===== src/rtl/capsense_pkg.sv =====
// Shared definitions for capsense_events: event type codes, per-button FSM states
// and the button-index width helper.
package capsense_pkg;

   typedef enum logic [1:0] {
      EV_PRESS   = 2'd0,
      EV_RELEASE = 2'd1,
      EV_LONG    = 2'd2,
      EV_REPEAT  = 2'd3
   } ev_type_e;

   typedef enum logic [1:0] {
      ST_IDLE = 2'd0,
      ST_HELD = 2'd1,
      ST_LONG = 2'd2
   } btn_state_e;

   // Width of the button index field: max(1, clog2(n)).
   function automatic int idx_width(input int n);
      return (n > 2) ? $clog2(n) : 1;
   endfunction

endpackage


===== src/rtl/capsense_ev_fifo.sv =====
// Synchronous event FIFO: push gated by full (push+pop while full is accepted),
// head presented over a valid/ready handshake. DEPTH must be a power of two.
module capsense_ev_fifo #(
   parameter int WIDTH = 4,
   parameter int DEPTH = 8
) (
   input  logic             clk_i,
   input  logic             rst_i,
   input  logic             push_i,
   input  logic [WIDTH-1:0] data_i,
   output logic             full_o,
   output logic             valid_o,
   input  logic             ready_i,
   output logic [WIDTH-1:0] data_o
);

   localparam int AW = $clog2(DEPTH);

   logic [WIDTH-1:0] mem_q [DEPTH];
   logic [AW-1:0]    wr_q, wr_d;
   logic [AW-1:0]    rd_q, rd_d;
   logic [AW:0]      cnt_q, cnt_d;
   logic             do_push;
   logic             do_pop;

   assign valid_o = (cnt_q != '0);
   assign full_o  = (cnt_q == (AW+1)'(DEPTH));
   assign do_pop  = valid_o && ready_i;
   assign do_push = push_i && (!full_o || do_pop);
   // Head is masked while empty so the output reads 0 without clearing the storage.
   assign data_o  = valid_o ? mem_q[rd_q] : '0;

   always_comb begin
      // NOTE: every next-state signal takes its current value first, so no path leaves it unassigned and no latch is inferred.
      wr_d  = wr_q;
      rd_d  = rd_q;
      cnt_d = cnt_q;
      if (do_push) wr_d = wr_q + 1'b1;
      if (do_pop)  rd_d = rd_q + 1'b1;
      case ({do_push, do_pop})
         2'b10:   cnt_d = cnt_q + 1'b1;
         2'b01:   cnt_d = cnt_q - 1'b1;
         default: cnt_d = cnt_q;
      endcase
   end

   // NOTE: state registers use non-blocking assignment so every flop samples pre-edge values.
   always_ff @(posedge clk_i or negedge rst_i) begin
      if (!rst_i) begin
         wr_q  <= '0;
         rd_q  <= '0;
         cnt_q <= '0;
      end else begin
         wr_q  <= wr_d;
         rd_q  <= rd_d;
         cnt_q <= cnt_d;
      end
   end

   // NOTE: the storage array has no reset; pointers and count alone define which entries are live.
   always_ff @(posedge clk_i) begin
      if (do_push) mem_q[wr_q] <= data_i;
   end

endmodule


===== src/rtl/capsense_events.sv =====
// Per-button debounce, PRESS/RELEASE/LONG event generation, pending slots, arbiter and event FIFO.
// Define CAPSENSE_REPEAT_EN to emit REPEAT events every REPEAT_MS while a button stays in LONG.
module capsense_events
   import capsense_pkg::*;
#(
   parameter int N          = 4,
   parameter int FREQUENCY  = 24,
   parameter int DEB_MS     = 100,
   parameter int LONG_MS    = 1000,
   parameter int REPEAT_MS  = 200,
   parameter int FIFO_DEPTH = 8
) (
   input  logic                      clk_i,
   input  logic                      rst_i,
   input  logic [N-1:0]              buttons_i,
   output logic [N-1:0]              held_o,
   output logic                      ev_valid_o,
   input  logic                      ev_ready_i,
   output logic [idx_width(N)+1:0]   ev_code_o,
   output logic                      overflow_o,
   input  logic                      clr_ovf_i
);

   localparam int IB      = idx_width(N);
   localparam int CW      = IB + 2;
   localparam int PRE_MAX = FREQUENCY * 1000 - 1;
   localparam int PRE_W   = $clog2(PRE_MAX + 1);
   localparam int DEB_W   = $clog2(DEB_MS + 1);
   localparam int HOLD_W  = $clog2(LONG_MS + 1);
`ifdef CAPSENSE_REPEAT_EN
   localparam int REP_W   = $clog2(REPEAT_MS + 1);
`else
   logic rep_unused;
   assign rep_unused = (REPEAT_MS != 0);
`endif

   logic [PRE_W-1:0] pre_q, pre_d;
   logic             tick;
   logic [N-1:0]     held;
   logic [N-1:0]     slot_v;
   logic [2*N-1:0]   slot_t;
   logic [N-1:0]     grant;
   logic [N-1:0]     drop;
   logic             arb_found;
   logic             fifo_push;
   logic             fifo_full;
   logic             fifo_valid;
   logic             fifo_room;
   logic [CW-1:0]    push_code;
   logic             ovf_q, ovf_d;

   assign tick  = (pre_q == PRE_W'(PRE_MAX));
   assign pre_d = tick ? '0 : pre_q + 1'b1;
   assign ovf_d = (ovf_q && !clr_ovf_i) || (|drop);

   always_ff @(posedge clk_i or negedge rst_i) begin
      if (!rst_i) begin
         pre_q <= '0;
         ovf_q <= 1'b0;
      end else begin
         pre_q <= pre_d;
         ovf_q <= ovf_d;
      end
   end

   for (genvar gi = 0; gi < N; gi++) begin : g_btn
      btn_state_e        st_q, st_d;
      logic              held_q, held_d;
      logic [DEB_W-1:0]  deb_q, deb_d;
      logic [HOLD_W-1:0] hold_q, hold_d;
      logic              slot_v_q, slot_v_d;
      ev_type_e          slot_t_q, slot_t_d;
      logic              ev_raise;
      ev_type_e          ev_type;
      logic              drop_c;
`ifdef CAPSENSE_REPEAT_EN
      logic [REP_W-1:0]  rep_q, rep_d;
`endif

      always_comb begin
         st_d     = st_q;
         held_d   = held_q;
         deb_d    = deb_q;
         hold_d   = hold_q;
         slot_v_d = slot_v_q;
         slot_t_d = slot_t_q;
         ev_raise = 1'b0;
         ev_type  = EV_PRESS;
         drop_c   = 1'b0;
`ifdef CAPSENSE_REPEAT_EN
         rep_d    = rep_q;
`endif

         if (buttons_i[gi] == held_q) begin
            deb_d = '0;
         end else if (tick) begin
            if (deb_q == DEB_W'(DEB_MS - 1)) begin
               deb_d    = '0;
               held_d   = ~held_q;
               ev_raise = 1'b1;
               ev_type  = held_q ? EV_RELEASE : EV_PRESS;
            end else begin
               deb_d = deb_q + 1'b1;
            end
         end

         // A debounced edge outranks a LONG/REPEAT falling on the same tick.
         if (ev_raise && (ev_type == EV_PRESS)) begin
            st_d   = ST_HELD;
            hold_d = '0;
         end else if (ev_raise) begin
            st_d = ST_IDLE;
`ifdef CAPSENSE_REPEAT_EN
            rep_d = '0;
`endif
         end else if (tick && (st_q != ST_IDLE)) begin
            if (hold_q != HOLD_W'(LONG_MS)) hold_d = hold_q + 1'b1;
            if ((st_q == ST_HELD) && (hold_q == HOLD_W'(LONG_MS - 1))) begin
               st_d     = ST_LONG;
               ev_raise = 1'b1;
               ev_type  = EV_LONG;
            end
`ifdef CAPSENSE_REPEAT_EN
            else if (st_q == ST_LONG) begin
               if (rep_q == REP_W'(REPEAT_MS - 1)) begin
                  rep_d    = '0;
                  ev_raise = 1'b1;
                  ev_type  = EV_REPEAT;
               end else begin
                  rep_d = rep_q + 1'b1;
               end
            end
`endif
         end

         // A slot being granted this cycle is already leaving and may be refilled.
         if (grant[gi]) slot_v_d = 1'b0;
         if (ev_raise) begin
            if (!slot_v_q || grant[gi]) begin
               slot_v_d = 1'b1;
               slot_t_d = ev_type;
            end else begin
               drop_c = 1'b1;
            end
         end
      end

      always_ff @(posedge clk_i or negedge rst_i) begin
         if (!rst_i) begin
            st_q     <= ST_IDLE;
            held_q   <= 1'b0;
            deb_q    <= '0;
            hold_q   <= '0;
            slot_v_q <= 1'b0;
            slot_t_q <= EV_PRESS;
`ifdef CAPSENSE_REPEAT_EN
            rep_q    <= '0;
`endif
         end else begin
            st_q     <= st_d;
            held_q   <= held_d;
            deb_q    <= deb_d;
            hold_q   <= hold_d;
            slot_v_q <= slot_v_d;
            slot_t_q <= slot_t_d;
`ifdef CAPSENSE_REPEAT_EN
            rep_q    <= rep_d;
`endif
         end
      end

      assign held[gi]           = held_q;
      assign slot_v[gi]         = slot_v_q;
      assign slot_t[2*gi +: 2]  = slot_t_q;
      assign drop[gi]           = drop_c;
   end

   assign fifo_room = !fifo_full || (fifo_valid && ev_ready_i);

   // Fixed priority: the lowest-index pending slot wins the single FIFO push per cycle.
   always_comb begin
      grant     = '0;
      arb_found = 1'b0;
      push_code = '0;
      for (int i = 0; i < N; i++) begin
         if (!arb_found && slot_v[i]) begin
            arb_found = 1'b1;
            grant[i]  = fifo_room;
            push_code = {slot_t[2*i +: 2], IB'(i)};
         end
      end
      fifo_push = arb_found && fifo_room;
   end

   capsense_ev_fifo #(
      .WIDTH (CW),
      .DEPTH (FIFO_DEPTH)
   ) u_fifo (
      .clk_i   (clk_i),
      .rst_i   (rst_i),
      .push_i  (fifo_push),
      .data_i  (push_code),
      .full_o  (fifo_full),
      .valid_o (fifo_valid),
      .ready_i (ev_ready_i),
      .data_o  (ev_code_o)
   );

   assign held_o     = held;
   assign ev_valid_o = fifo_valid;
   assign overflow_o = ovf_q;

endmodule


===== config.mk =====
export PLATFORM = sky130hd
export DESIGN_NAME = capsense_events
export DESIGN_NICKNAME = d
export VERILOG_FILES = /design/src/rtl/capsense_pkg.sv /design/src/rtl/capsense_ev_fifo.sv /design/src/rtl/capsense_events.sv
export SDC_FILE = /design/constraint.sdc
export NUM_CORES = 1
export LEC_CHECK = 0
export ABC_AREA = 1
export CORE_ASPECT_RATIO = 1.2
export CORE_MARGIN = 2
export CORE_UTILIZATION = 60
export DETAILED_ROUTE_END_ITERATION = 12
export GPL_TIMING_DRIVEN = 0
export HOLD_SLACK_MARGIN = 0.03
export MAX_ROUTING_LAYER = met4
export PLACE_DENSITY = 0.77
export SLEW_MARGIN = 40
export SYNTH_ARGS = -nofsm -noshare
export SYNTH_HDL_FRONTEND = slang
export SYNTH_SLANG_ARGS = --single-unit
export TNS_END_PERCENT = 50

===== constraint.sdc =====
create_clock -name clk_i -period 3.7 [get_ports clk_i]
set_input_delay 0.555 -clock clk_i [delete_from_list [all_inputs] [get_ports clk_i]]
set_output_delay 0.555 -clock clk_i [all_outputs]
set_load 0.01 [all_outputs]

==> results.cfg <==
[yosys]
avgSynthCellArea_sq_um = 7.81
synthTopCellsByCount = nand2_1, inv_1, nor2_1
synth.area.top_cells = dfrtp_1, nand2_1, edfxtp_1
synthCells = 1096
synth_cell_types = 38
synth_top_flop_cell = dfrtp_1
ys_warn_count = 0
yosysTopAreaCellShare = 0.345
synthMostInstantiatedCell = nand2_1
synth_edf_count = 32
yosysSeqAreaShare = 0.457
async_reset_ff_frac = 0.787
synthesis.area_sq_um = 8560
yosysTopAreaCell = dfrtp_1
ys_ff_latch = 150
synth_nets = 1122

[die]
ios = 18
dieArea_sq_um = 15200
initial_core_util = 0.617
die-width_um = 113
core-area_sq_um = 13900
rows = 47
chipHeight_um = 135

[worst_setup_path]
critPathRequiredTime_ns = 3.14
cp_max_fo = 10
cp_common_cell = nor2_1
max_stage_delay_ns = 0.54
reg2reg_from = u_fifo.cnt_q[0]
critPathKind = reg2out
cp_slowest_cell = clkdlybuf4s50_1
cp-start-kind = flip-flop
rrSetupSlack_ns = 1.47
crit_family = buffers and inverters
r2r_end = u_fifo.cnt_q[3]
endpoint_kind = output port
arrival_ns = 2.81
path_cells = clkbuf_1, inv_1, clkbuf_1, nor2_1, o32ai_1, nor2_1, nor2_1, clkdlybuf4s50_1
worstRegToRegCells = 10
crit_buf_inv = 4

[routing]
viasPerCell = 5.32
first_pass_iters = 9
drt_iter0_markers = 370
ant_nets = 0
drc = 4
wl_per_cell_um = 13.4
wirelength_um = 17600
vias = 7012

[sta]
rsz0062_at_grt = no
slew_headroom = 0.504
finalSetupViolCount = 0
fin_skew_ns = 0.0157
tightest_slew_ns = 0.743
finalCritPeriodShare = 0.909
hold_viol_final = 0
setup_slack_ns = 0.338
fin_crit_ns = 3.36
max_freq_mhz = 297
drv_slew = 0

[clocking]
htree_num_levels = 4
clkLatencyLatePin_ns = 0.43
cts_buffers = 17
clock-sinks = 150
path_clk_slew_ns = 0.06
cts_setup_buffers = 0
cts_root_buf = clkbuf_16
post_cts_resized = 0
clock_path_buffers = 2
cts_hold_buf = 0
cts_tree = built

[placed_design]
place_hpwl_um = 12400
io_buffers = 17
pre_cts_ws_ns = 0.780
place_area_sq_um = 8970
gp_congestion = 0.893

[pwr]
p_total_w = 0.00470
pwr-share-clk = 0.411
ir_drop_v = 0.000291
power_frac_comb = 0.182
p_leak_nw = 4.81
seqPwrFrac = 0.406
p_sw_frac = 0.272
power.internal_w = 0.00342
p_sw_w = 0.00128
powerDensity_nw_per_um2 = 488

[final_layout]
n_antenna_cell = 0
final_nets = 1159
design_area_sq_um = 9630
areaGrowthSynthToFinish_pct = 12.6
drive_gt1_frac = 0.0593
final_core_util = 0.694

[status]
violations = design-rule violations
status = finished, violations left

[grt]
grt_pass1_vias = 6840
grt_overflow = 0
track_usage = 0.254
antenna_found_initial = 0
grt_pass1_wl_um = 30400
grt_max_degree = 74

[min_path]
hold_class = in2async

[run]
drv_cap = 0
-- power groups by stage --
stage	clock network, W	logic [W]	registers, W
2_1_floorplan	0	0.000559	0.00192
3_3_place_gp	0	0.000815	0.00193
3_5_place_dp	0	0.000850	0.00194
4_1_cts	0.00196	0.000858	0.00191
5_1_grt	0.00203	0.000957	0.00192
6_report	0.00193	0.000856	0.00191
-- metal layers --
| layer | wire length [um] | share of wire | vias up | global-route usage |
|---|---|---|---|---|
| met4 | 399 | 0.023 | 0 | 0.0962 |
| met3 | 398 | 0.023 | 37 | 0.0399 |
| met5 | 0 | 0 | - | - |
| li1 | - | - | 3584 | - |
| met1 | 7830 | 0.45 | 3294 | 0.301 |
| met2 | 8960 | 0.51 | 97 | 0.437 |
-- cells by family after synthesis --
family                     Yosys count  synth area share
xor gates and xnor gates            49            0.0501
and+or+nand+nor                    586             0.303
DFF                                150             0.457
muxes                                1           0.00132
buffers and inverters              187            0.0863
AOI/OAI and AO/OA                  105            0.0754
adders and majority gates           18            0.0263
-- sequential cells by signal (all words and copies together), names as in the netlist --
| signal | flops |
|---|---|
| overflow_o | 1 |
| u_fifo.mem_q | 32 |
| g_btn.st_q | 8 |
| u_fifo.cnt_q | 4 |
| u_fifo.rd_q | 3 |
| g_btn.hold_q | 40 |
| g_btn.deb_q | 28 |
| g_btn.slot_v_q | 4 |
| g_btn.held_q | 4 |
| pre_q | 15 |
| u_fifo.wr_q | 3 |
| g_btn.slot_t_q | 8 |
-- worst max-delay path by stage --
stage | from | to | slack (ns) | cells after the start
after floorplan | u_fifo.rd_q[0] | ev_code_o[1] | 1.67 | 7
after global placement | rst_i | g_btn[1].hold_q[5] | -2.62 | 1
after detailed placement | u_fifo.rd_q[0] | ev_code_o[2] | 0.78 | 8
after CTS | u_fifo.rd_q[0] | ev_code_o[2] | 0.31 | 8
after global routing | u_fifo.rd_q[0] | ev_code_o[1] | 0.16 | 8
final | u_fifo.rd_q[0] | ev_code_o[2] | 0.34 | 8
-- per-stage QoR --
stage	setup TNS (ns)	cells	hold WS (ns)
floorplan	0	1096	0.259
global placement	-308.03	1284	0.455
detailed placement	0	1285	0.461
CTS	0	1317	0.0325
global route	0	1317	0.0391
finish	0	1317	0.0286
-- cells in the final DEF, fill, tap and decap left out, drive strengths merged --
cell / instances
mux2: 1
edfxtp: 32
nor2: 144
xnor2: 9
buf: 9
o21bai: 5
bufinv: 6
xor2: 40
nand4: 28
nor4: 1
a21oi: 20
nor3: 23
nand3: 86
o2111ai: 2
ha: 18
nand2: 291
a21boi: 3
o22ai: 17
dfrtp: 118
clkdlybuf4s50: 16
a22o: 1
clkinvlp: 1
clkbuf: 24
o21ai: 49
or2: 3
o32ai: 8
clkinv: 6
nand3b: 10
inv: 175
-- layout make-up --
type	count	area [sq um]
multi-input combinational	759	3910
sequential	150	3910
buffer	13	85.1
inverter	174	653
clock buffer	18	429
timing repair buffer	18	203
tap	171	214
fill	1144	4240
clock inverter	14	230
No activity file was read; power rests on OpenSTA's default activity.
